[config.mk]
export PLATFORM = sky130hd
export DESIGN_NAME = io_frame_scheduler
export DESIGN_NICKNAME = d
export VERILOG_FILES = /design/src/rtl/io_frame_pkg.sv /design/src/rtl/io_frame_timer.sv /design/src/rtl/io_frame_scheduler.sv
export SDC_FILE = /design/constraint.sdc
export NUM_CORES = 1
export LEC_CHECK = 0
export CORE_UTILIZATION = 60
export CTS_BUF_LIST = sky130_fd_sc_hd__clkbuf_4 sky130_fd_sc_hd__clkbuf_8
export DETAILED_ROUTE_END_ITERATION = 10
export PLACE_DENSITY = 0.83
export SLEW_MARGIN = 20
export SYNTH_ARGS = -nofsm -noshare
export SYNTH_HDL_FRONTEND = slang
export SYNTH_SLANG_ARGS = --single-unit
[constraint.sdc]
create_clock -name i_CLK -period 2.8 [get_ports i_CLK]
set_input_delay 0.7 -clock i_CLK [delete_from_list [all_inputs] [get_ports i_CLK]]
set_output_delay 0.7 -clock i_CLK [all_outputs]
set_load 0.03 [all_outputs]
[src/rtl/io_frame_pkg.sv]
// Shared types and frame layout for the board-to-host status frame.
// Snapshot layout (52 bits): {leds[9:0], s5, s4, s3, s2, s1, s0}.
package io_frame_pkg;

    localparam int FRAME_LEN = 10;
    localparam int IDX_W     = 4;
    localparam int SNAP_W    = 52;
    localparam logic [7:0]       HDR_DEFAULT = 8'hA5;
    localparam logic [IDX_W-1:0] LAST_IDX    = IDX_W'(FRAME_LEN - 1);

    typedef enum logic [1:0] {
        IDLE = 2'd0,
        SEND = 2'd1,
        DONE = 2'd2
    } st_t;

    function automatic logic [7:0] frame_byte(input logic [7:0]        hdr,
                                              input logic [SNAP_W-1:0] snap,
                                              input logic [IDX_W-1:0]  idx);
        logic [FRAME_LEN-1:0][7:0] b;
        logic [7:0] ck;
        b    = '0;
        b[0] = hdr;
        b[1] = snap[49:42];
        b[2] = {6'b0, snap[51:50]};
        for (int i = 0; i < 6; i++)
            b[3+i] = {1'b0, snap[41-7*i -: 7]};
        // header is deliberately left out of the checksum
        ck = 8'h00;
        for (int i = 1; i <= 8; i++)
            ck ^= b[i];
        b[9] = ck;
        return (idx < IDX_W'(FRAME_LEN)) ? b[idx] : 8'h00;
    endfunction

endpackage

[src/rtl/io_frame_timer.sv]
// Saturating refresh counter; expired holds once the period has elapsed.
module io_frame_timer #(
    parameter int CYCLES = 2
) (
    input  logic clk,
    input  logic rst_n,
    input  logic en,
    input  logic clr,
    output logic expired
);

    localparam int CW = (CYCLES > 1) ? $clog2(CYCLES) : 1;
    localparam logic [CW-1:0] LAST = CW'(CYCLES - 1);

    logic [CW-1:0] cnt;

    always_ff @(posedge clk or negedge rst_n) begin
        if (!rst_n)
            cnt <= '0;
        else if (clr)
            cnt <= '0;
        else if (en && !expired)
            cnt <= cnt + 1'b1;
    end

    assign expired = (cnt == LAST);

endmodule

[src/rtl/io_frame_scheduler.sv]
// Snapshots LEDs and 7-segment inputs and streams a 10-byte status frame
// (header, payload, XOR checksum) to the UART transmitter over valid/ready.
module io_frame_scheduler
    import io_frame_pkg::*;
#(
    parameter int         clock      = 50000000,
    parameter int         refresh_hz = 20,
    parameter logic [7:0] header     = HDR_DEFAULT
) (
    input  logic       i_CLK,
    input  logic       i_RST,
    input  logic [9:0] i_LEDS,
    input  logic [6:0] i_7S5,
    input  logic [6:0] i_7S4,
    input  logic [6:0] i_7S3,
    input  logic [6:0] i_7S2,
    input  logic [6:0] i_7S1,
    input  logic [6:0] i_7S0,
    input  logic       i_TX_READY,
    output logic [7:0] o_TX_DATA,
    output logic       o_TX_VALID,
    output logic       o_BUSY,
    output logic       o_FRAME_DONE
);

    localparam int REFRESH_CYCLES = clock / refresh_hz;

    st_t               state, state_nxt;
    logic [IDX_W-1:0]  idx;
    logic [SNAP_W-1:0] live, snap, last_sent;
    logic              force_flag;
    logic              expired;
    logic              trigger;
    logic              hs;

    assign live    = {i_LEDS, i_7S5, i_7S4, i_7S3, i_7S2, i_7S1, i_7S0};
    assign hs      = o_TX_VALID && i_TX_READY;
    assign trigger = (live != last_sent) || expired || force_flag;

    io_frame_timer #(
        .CYCLES (REFRESH_CYCLES)
    ) u_timer (
        .clk     (i_CLK),
        .rst_n   (i_RST),
        .en      (state == IDLE),
        .clr     (state == DONE),
        .expired (expired)
    );

    always_comb begin
        state_nxt = state;
        case (state)
            IDLE:    if (trigger) state_nxt = SEND;
            SEND:    if (hs && idx == LAST_IDX) state_nxt = DONE;
            DONE:    state_nxt = IDLE;
            default: state_nxt = IDLE;
        endcase
    end

    always_ff @(posedge i_CLK or negedge i_RST) begin
        if (!i_RST) begin
            state      <= IDLE;
            idx        <= '0;
            force_flag <= 1'b1;
            snap       <= '0;
            last_sent  <= '0;
        end else begin
            state <= state_nxt;
            case (state)
                IDLE: if (trigger) begin
                    snap       <= live;
                    idx        <= '0;
                    force_flag <= 1'b0;
                end
                SEND: if (hs && idx != LAST_IDX) idx <= idx + 1'b1;
                DONE: last_sent <= snap;
                default: ;
            endcase
        end
    end

    // Data is a pure function of registered snapshot/index, so it holds across stalls.
    assign o_TX_VALID   = (state == SEND);
    assign o_TX_DATA    = o_TX_VALID ? frame_byte(header, snap, idx) : 8'h00;
    assign o_BUSY       = (state != IDLE);
    assign o_FRAME_DONE = (state == DONE);

endmodule

==> results of run 1 <==
[kinds of logic (layout without fill, tap and decap cells)]
kind of cell | count (synthesis) | count (layout) | synth area share, %
buf+inv | 38 | 166 | 2.55
flops | 133 | 133 | 48.5
compound gates | 54 | 54 | 5.34
simple gates | 255 | 255 | 16.3
mux | 73 | 73 | 14.3
xor+xnor | 98 | 98 | 12.5
fa+ha+maj | 3 | 3 | 0.546
[Yosys cell counts (2+ instances only)]
library cell  number
a21oi_1            7
a22oi_1            3
a31oi_1            3
and2_1             4
and3_1             3
and4_1             2
buf_1              4
buf_2              2
buf_6              4
clkbuf_1          19
dfrtp_1          132
ha_1               3
inv_1              8
mux2_1            27
mux2_2             5
mux2_4            25
mux2i_1            9
mux4_2             7
nand2_1          181
nand2b_1           5
nand3_1           11
nand3b_1           2
nand4_1            8
nor2_1            10
nor2b_1            4
nor3_1             5
nor4_1            13
o211ai_1           4
o21ai_0           12
o21ai_1            2
o21bai_1           2
o22ai_1            7
o31ai_1            6
or4_1              2
xnor2_1           30
xor2_1            68
[how the worst min path moves through the flow]
stage	slack (ns)	endpoint	startpoint	depth (start not counted)
2_1_floorplan	0.40	idx[0]$_DFFE_PN0P_	i_RST	0
3_3_place_gp	0.46	u_timer.cnt[18]$_DFFE_PN0P_	u_timer.cnt[18]$_DFFE_PN0P_	1
3_5_place_dp	0.47	u_timer.cnt[21]$_DFFE_PN0P_	u_timer.cnt[21]$_DFFE_PN0P_	1
4_1_cts	0.23	snap[8]$_DFFE_PN0P_	i_RST	1
5_1_grt	0.24	snap[8]$_DFFE_PN0P_	i_RST	1
6_report	0.23	snap[8]$_DFFE_PN0P_	i_RST	1
[final cells by class]
type                            instances  area (um^2)
Tap cell                              140          175
Sequential cell                       133         3330
Timing Repair Buffer                  125         1170
Clock inverter                          8         95.1
Fill cell                             653         2350
Inverter                                9         33.8
Multi-Input combinational cell        483         3500
Clock buffer                           24          324
[worst reg2reg max path, delay by kind of cell (launching register included)]
family,cells,cell delay [ns]
AO/OA/AOI/OAI,1,0.23
AND/OR/NAND/NOR,4,0.70
flip-flops,1,0.41
buffers and inverters,2,0.39
multiplexers,1,0.36
adder cells (fa/ha/maj),1,0.25
[metal layers]
layer	wire (um)	track usage, %	up-vias
li1	-	-	2443
met3	1130	9.68	50
met4	619	15.2	0
met1	7400	41.0	2690
met2	8810	52.3	209
met5	0	0	-
[cells in the final DEF, fill, tap and decap left out, types with 4 or more instances in the layout]
cell type,count
dfrtp_1,130
nand2_1,181
and2_1,4
buf_12,7
nand2b_1,4
nand3_1,11
o22ai_2,6
nand4_1,8
o21ai_0,12
mux4_2,7
o211ai_1,4
nor2b_1,4
nor4_1,12
buf_4,55
mux2_4,25
mux2_1,27
xor2_1,67
xnor2_2,7
clkbuf_8,23
clkinv_2,4
clkdlybuf4s50_1,55
buf_6,4
inv_1,8
nor3_1,5
xnor2_1,23
mux2i_1,9
nor2_1,10
mux2_2,5
a21oi_1,6
o31ai_1,6
[stage by stage]
stage	instances	instance area (um^2)	hold WS (ns)	TNS, ns
floorplan	654	6900	0.404	0
global placement	886	8100	0.462	-17.57
detailed placement	886	8100	0.474	-18.87
CTS	921	8540	0.228	0
global route	922	8630	0.244	-0.328
finish	922	8630	0.227	0
[timing repair]
item / in CTS / in global routing
endpoints found under the setup margin: 7 / 9
buffers inserted: 3 / 1
gates resized for setup: 43 / 21
pin swaps: 2 / 5
[power by group through the flow]
stage | Clock [mW] | Combinational, mW | Sequential (mW)
CTS | 1.71 | 4.21 | 3.04
finish | 1.69 | 4.46 | 3.07
detailed placement | 0 | 4.16 | 3.04
global placement | 0 | 4.00 | 3.01
global route | 1.78 | 4.76 | 3.12
floorplan | 0 | 2.80 | 2.91
[sequential cells by signal, indices dropped and copies added (netlist names)]
register and cells:
snap 52, state 2, u_timer.cnt 22, idx 4
force_flag 1, last_sent 52
==> flow_summary.json, run 1 <==
{
  "final_nets": 827,
  "gp_congestion": 0.873,
  "start_util_pct": 62.6,
  "via_per_inst": 5.85,
  "finalCriticalPeriod_ns": 2.79,
  "drive_above_1_share_pct": 21.1,
  "worst-path-stages": 5,
  "status": "completed",
  "grt_pass1_wl_mm": 28.4,
  "die_w_um": 109,
  "grt-ovfl-total": 0,
  "worst_path_dominant_cell_family": "multiplexers",
  "switchingPower_mw": 3.48,
  "dr_total_vias": 5392,
  "first_pass_iters": 5,
  "drt-initial-drc-count": 333,
  "syn-cell-area_um2": 6870,
  "synth-seq-area-share_pct": 48.5,
  "pwr-share-comb_pct": 48.4,
  "crit_slowest_cell": "mux4_2",
  "drtAntennaViolNets": 0,
  "wirelength_mm": 18.0,
  "path_max_fanout": 14,
  "hold_buffers": 0,
  "numPortBuffers": 65,
  "grt_antenna_before_repair": 0,
  "rows": 38,
  "slew_viol_final": 0,
  "cts_tree": "done",
  "cp-start-kind": "flop",
  "synth_edf_count": 0,
  "sw_frac_of_total_pct": 37.7,
  "fin_skew_ns": 0.0100,
  "startpoint": "idx[0]$_DFFE_PN0P_",
  "r2r-end": "snap[15]$_DFFE_PN0P_",
  "drv_cap": 0,
  "synth_ff_type": "dfrtp_1",
  "vdd_drop_max_mv": 1.10,
  "ios": 66,
  "internal-power_mw": 5.75,
  "clk_path_buf_depth": 2,
  "worstPathCellList": "buf_12, mux4_2, a22oi_2, o22ai_2, buf_2",
  "syn_area_per_cell_um2": 10.5,
  "clkTransAtPathRegs_ns": 0.08,
  "setup_ws_ns": 0.0142,
  "clock_latency_ns": 0.45,
  "p_total_mw": 9.23,
  "cp.required_ns": 2.10,
  "grt_max_degree": 56,
  "first_global_vias": 5492,
  "crit_type": "reg2out",
  "wl_per_cell_um": 19.5,
  "p_per_area_nw_per_um2": 1070,
  "synth_top_area_share_pct": 48.1,
  "async_flop_share_pct": 100,
  "cp.arrival_ns": 2.09,
  "pre_cts_ws_ns": -0.389,
  "rsz0062_at_grt": "true",
  "fin_util_pct": 78.6,
  "die_height_um": 109,
  "rrSetupSlack_ns": 0.33,
  "max-slew-margin-rel_pct": 53.3,
  "syn_inst": 654,
  "sequentialPowerShare_pct": 33.3,
  "coreArea_um2": 11000,
  "hp-class": "in2async",
  "setup_viol": 0,
  "syn2layout_area_growth_pct": 25.7,
  "crit_buf_inv": 2,
  "fin_crit_sh_pct": 99.5,
  "hold_viol": 0,
  "synth_top_area_cell": "dfrtp_1",
  "synth_area_leaders": "dfrtp_1 (48%), nand2_1 (9.9%), xor2_1 (8.7%)",
  "ys_warn_count": 0,
  "r2r_cells": 9,
  "clock_power_share_pct": 18.3,
  "synthesis.nets": 712,
  "cp-end-kind": "primary output",
  "rr_startpoint": "u_timer.cnt[0]$_DFFE_PN0P_",
  "dieArea_um2": 11900,
  "clock_sinks": 133,
  "cts_buffers": 17,
  "n_antenna_cell": 0,
  "endpoint": "o_TX_DATA[3]",
  "grt_usage_pct": 32.7,
  "post_synth_num_cell_types": 51,
  "root_buffer": "clkbuf_8",
  "hpwl_mm": 12.2,
  "p_leak_nw": 4.17,
  "worst_pin_slew_ns": 0.694,
  "max_stage_delay_ns": 0.54,
  "ys_seq_elements": 133,
  "drc": 0,
  "htreeDepth": 4,
  "max_freq_mhz": 359
}
Note: power is estimated with default switching activity, not from simulation.
==> run 2: changes to the inputs <==
TNS_END_PERCENT = 10   (was unset)
==> run 2 against run 1 <==
The flow now finishes with violations (setup timing). Combinational power up 1%. Largest power group unchanged. Register-to-register slack got worse by 0.18 ns. Total power hardly changed. Highest routed layer unchanged. Non-clock buffer count rose by 15. Via count increased by 2.1%.
==> flow_summary.json, run 2 (same netlist as run 1, synthesis figures left out) <==
{
  "gp_congestion": 0.878,
  "root_buffer": "clkbuf_8",
  "dr_total_vias": 5506,
  "cp.arrival_ns": 2.22,
  "n_antenna_cell": 0,
  "start_util_pct": 62.6,
  "crit_slowest_cell": "dfrtp_1",
  "wirelength_mm": 18.4,
  "worstPathCellList": "buf_6, buf_8, mux2_4, a221o_1, o21ai_1, o22ai_1, buf_4",
  "first_pass_iters": 5,
  "final_nets": 842,
  "violations": "setup timing",
  "sequentialPowerShare_pct": 33.0,
  "clk_path_buf_depth": 2,
  "p_total_mw": 9.23,
  "cts_buffers": 17,
  "via_per_inst": 5.89,
  "grt_max_degree": 65,
  "cp-start-kind": "flop",
  "crit_buf_inv": 3,
  "setup_viol": 4,
  "grt_pass1_wl_mm": 27.8,
  "dieArea_um2": 11900,
  "nFillCells": 625,
  "numPortBuffers": 65,
  "worst_path_dominant_cell_family": "compound AO/OA/AOI/OAI gates",
  "fin_util_pct": 79.7,
  "first_global_vias": 5544,
  "cp.required_ns": 2.10,
  "cts_tree": "done",
  "clkTransAtPathRegs_ns": 0.07,
  "clock_latency_ns": 0.45,
  "drt-initial-drc-count": 536,
  "pre_cts_ws_ns": -0.417,
  "grt-ovfl-total": 0,
  "clock_sinks": 133,
  "drtAntennaViolNets": 0,
  "max-slew-margin-rel_pct": 52.3,
  "hp-class": "in2async",
  "clock_power_share_pct": 18.1,
  "vdd_drop_max_mv": 0.964,
  "rows": 38,
  "final_common_cell": "nand2_1",
  "drive_above_1_share_pct": 21.5,
  "slew_viol_final": 0,
  "mostFrequentLayoutCells": "nand2_1 (180), dfrtp_1 (132), buf_4 (72), xor2_1 (68), clkdlybuf4s50_1 (41)",
  "hold_viol": 0,
  "top_regs": "last_sent x52, snap x52, u_timer.cnt x22",
  "die_w_um": 109,
  "setup_ws_ns": -0.121,
  "max_stage_delay_ns": 0.43,
  "fin_crit_sh_pct": 104,
  "internal-power_mw": 5.75,
  "p_per_area_nw_per_um2": 1050,
  "finalCriticalPeriod_ns": 2.92,
  "drv_cap": 0,
  "switchingPower_mw": 3.48,
  "hpwl_mm": 12.4,
  "htreeDepth": 4,
  "die_height_um": 109,
  "wl_per_cell_um": 19.7,
  "grt_usage_pct": 32.0,
  "status": "finished, violations left",
  "rsz0062_at_grt": "true",
  "cp-end-kind": "primary output",
  "hold_buffers": 0,
  "coreArea_um2": 11000,
  "max_freq_mhz": 342,
  "drc": 0,
  "crit_type": "reg2out",
  "p_leak_nw": 4.35,
  "syn2layout_area_growth_pct": 27.3,
  "sw_frac_of_total_pct": 37.7,
  "worst_pin_slew_ns": 0.709,
  "ios": 66,
  "grt_antenna_before_repair": 0,
  "path_max_fanout": 7,
  "pwr-share-comb_pct": 48.9,
  "fin_tns_setup_ns": -0.194,
  "fin_skew_ns": 0.0112
}
## run 2: power groups by stage
stage	sequential [mW]	clock (mW)	combinational, mW
after global routing	3.09	1.77	4.78
after CTS	3.02	1.68	4.22
final	3.04	1.67	4.51
after detailed placement	3.03	0	4.17
after global placement	3.00	0	4.00
after floorplan	2.91	0	2.74
## run 2: final cells by class
type                            count  area (um^2)  share of cell area [%]
Clock inverter                     10          130                    1.49
Inverter                            9         33.8                   0.386
Clock buffer                       20          275                    3.15
Multi-Input combinational cell    483         3450                    39.5
Sequential cell                   133         3330                    38.1
Timing Repair Buffer              140         1350                    15.4
Tap cell                          140          175                    2.00
## run 2: timing repair
item,4_1_cts,5_1_grt
endpoints found under the setup margin,8,61
setup buffers,0,6
gates cloned,0,4
pin swaps,1,13
endpoints found under the hold margin,0,0
gates resized for setup,39,27
## run 2: final timing paths
check	start	end	slack [ns]	depth (start not counted)
max	idx[0]$_DFFE_PN0P_	o_TX_DATA[1]	-0.12	7
min	i_RST	u_timer.cnt[1]$_DFFE_PN0P_	0.21	1
max reg2reg	u_timer.cnt[0]$_DFFE_PN0P_	snap[6]$_DFFE_PN0P_	0.15	9
min reg2reg	u_timer.cnt[18]$_DFFE_PN0P_	u_timer.cnt[18]$_DFFE_PN0P_	0.47	1
max in group asynchronous	i_RST	snap[11]$_DFFE_PN0P_	1.76	2
min in group i_CLK	u_timer.cnt[18]$_DFFE_PN0P_	u_timer.cnt[18]$_DFFE_PN0P_	0.47	1
## run 2: stage by stage
stage	hold WS, ns	cells	area (um^2)
2_1_floorplan	0.404	654	6880
3_3_place_gp	0.461	895	8110
3_5_place_dp	0.469	895	8110
4_1_cts	0.221	925	8530
5_1_grt	0.244	935	8750
6_report	0.213	935	8750
## run 2: worst register-to-register path: stages (launching register included)
cell	delay, ns
dfrtp_1	0.42
ha_1	0.24
and4_1	0.30
nand4b_1	0.15
nor2_1	0.18
nor3_1	0.08
buf_4	0.15
a21oi_4	0.37
clkbuf_16	0.30
mux2_1	0.35
## run 2: per-layer routing
layer,up-vias,wire (um),global-route usage [%]
met4,0,654,15.2
met1,2753,7420,40.7
li1,2466,-,-
met5,-,0,0
met2,232,9230,52.2
met3,55,1100,6.99
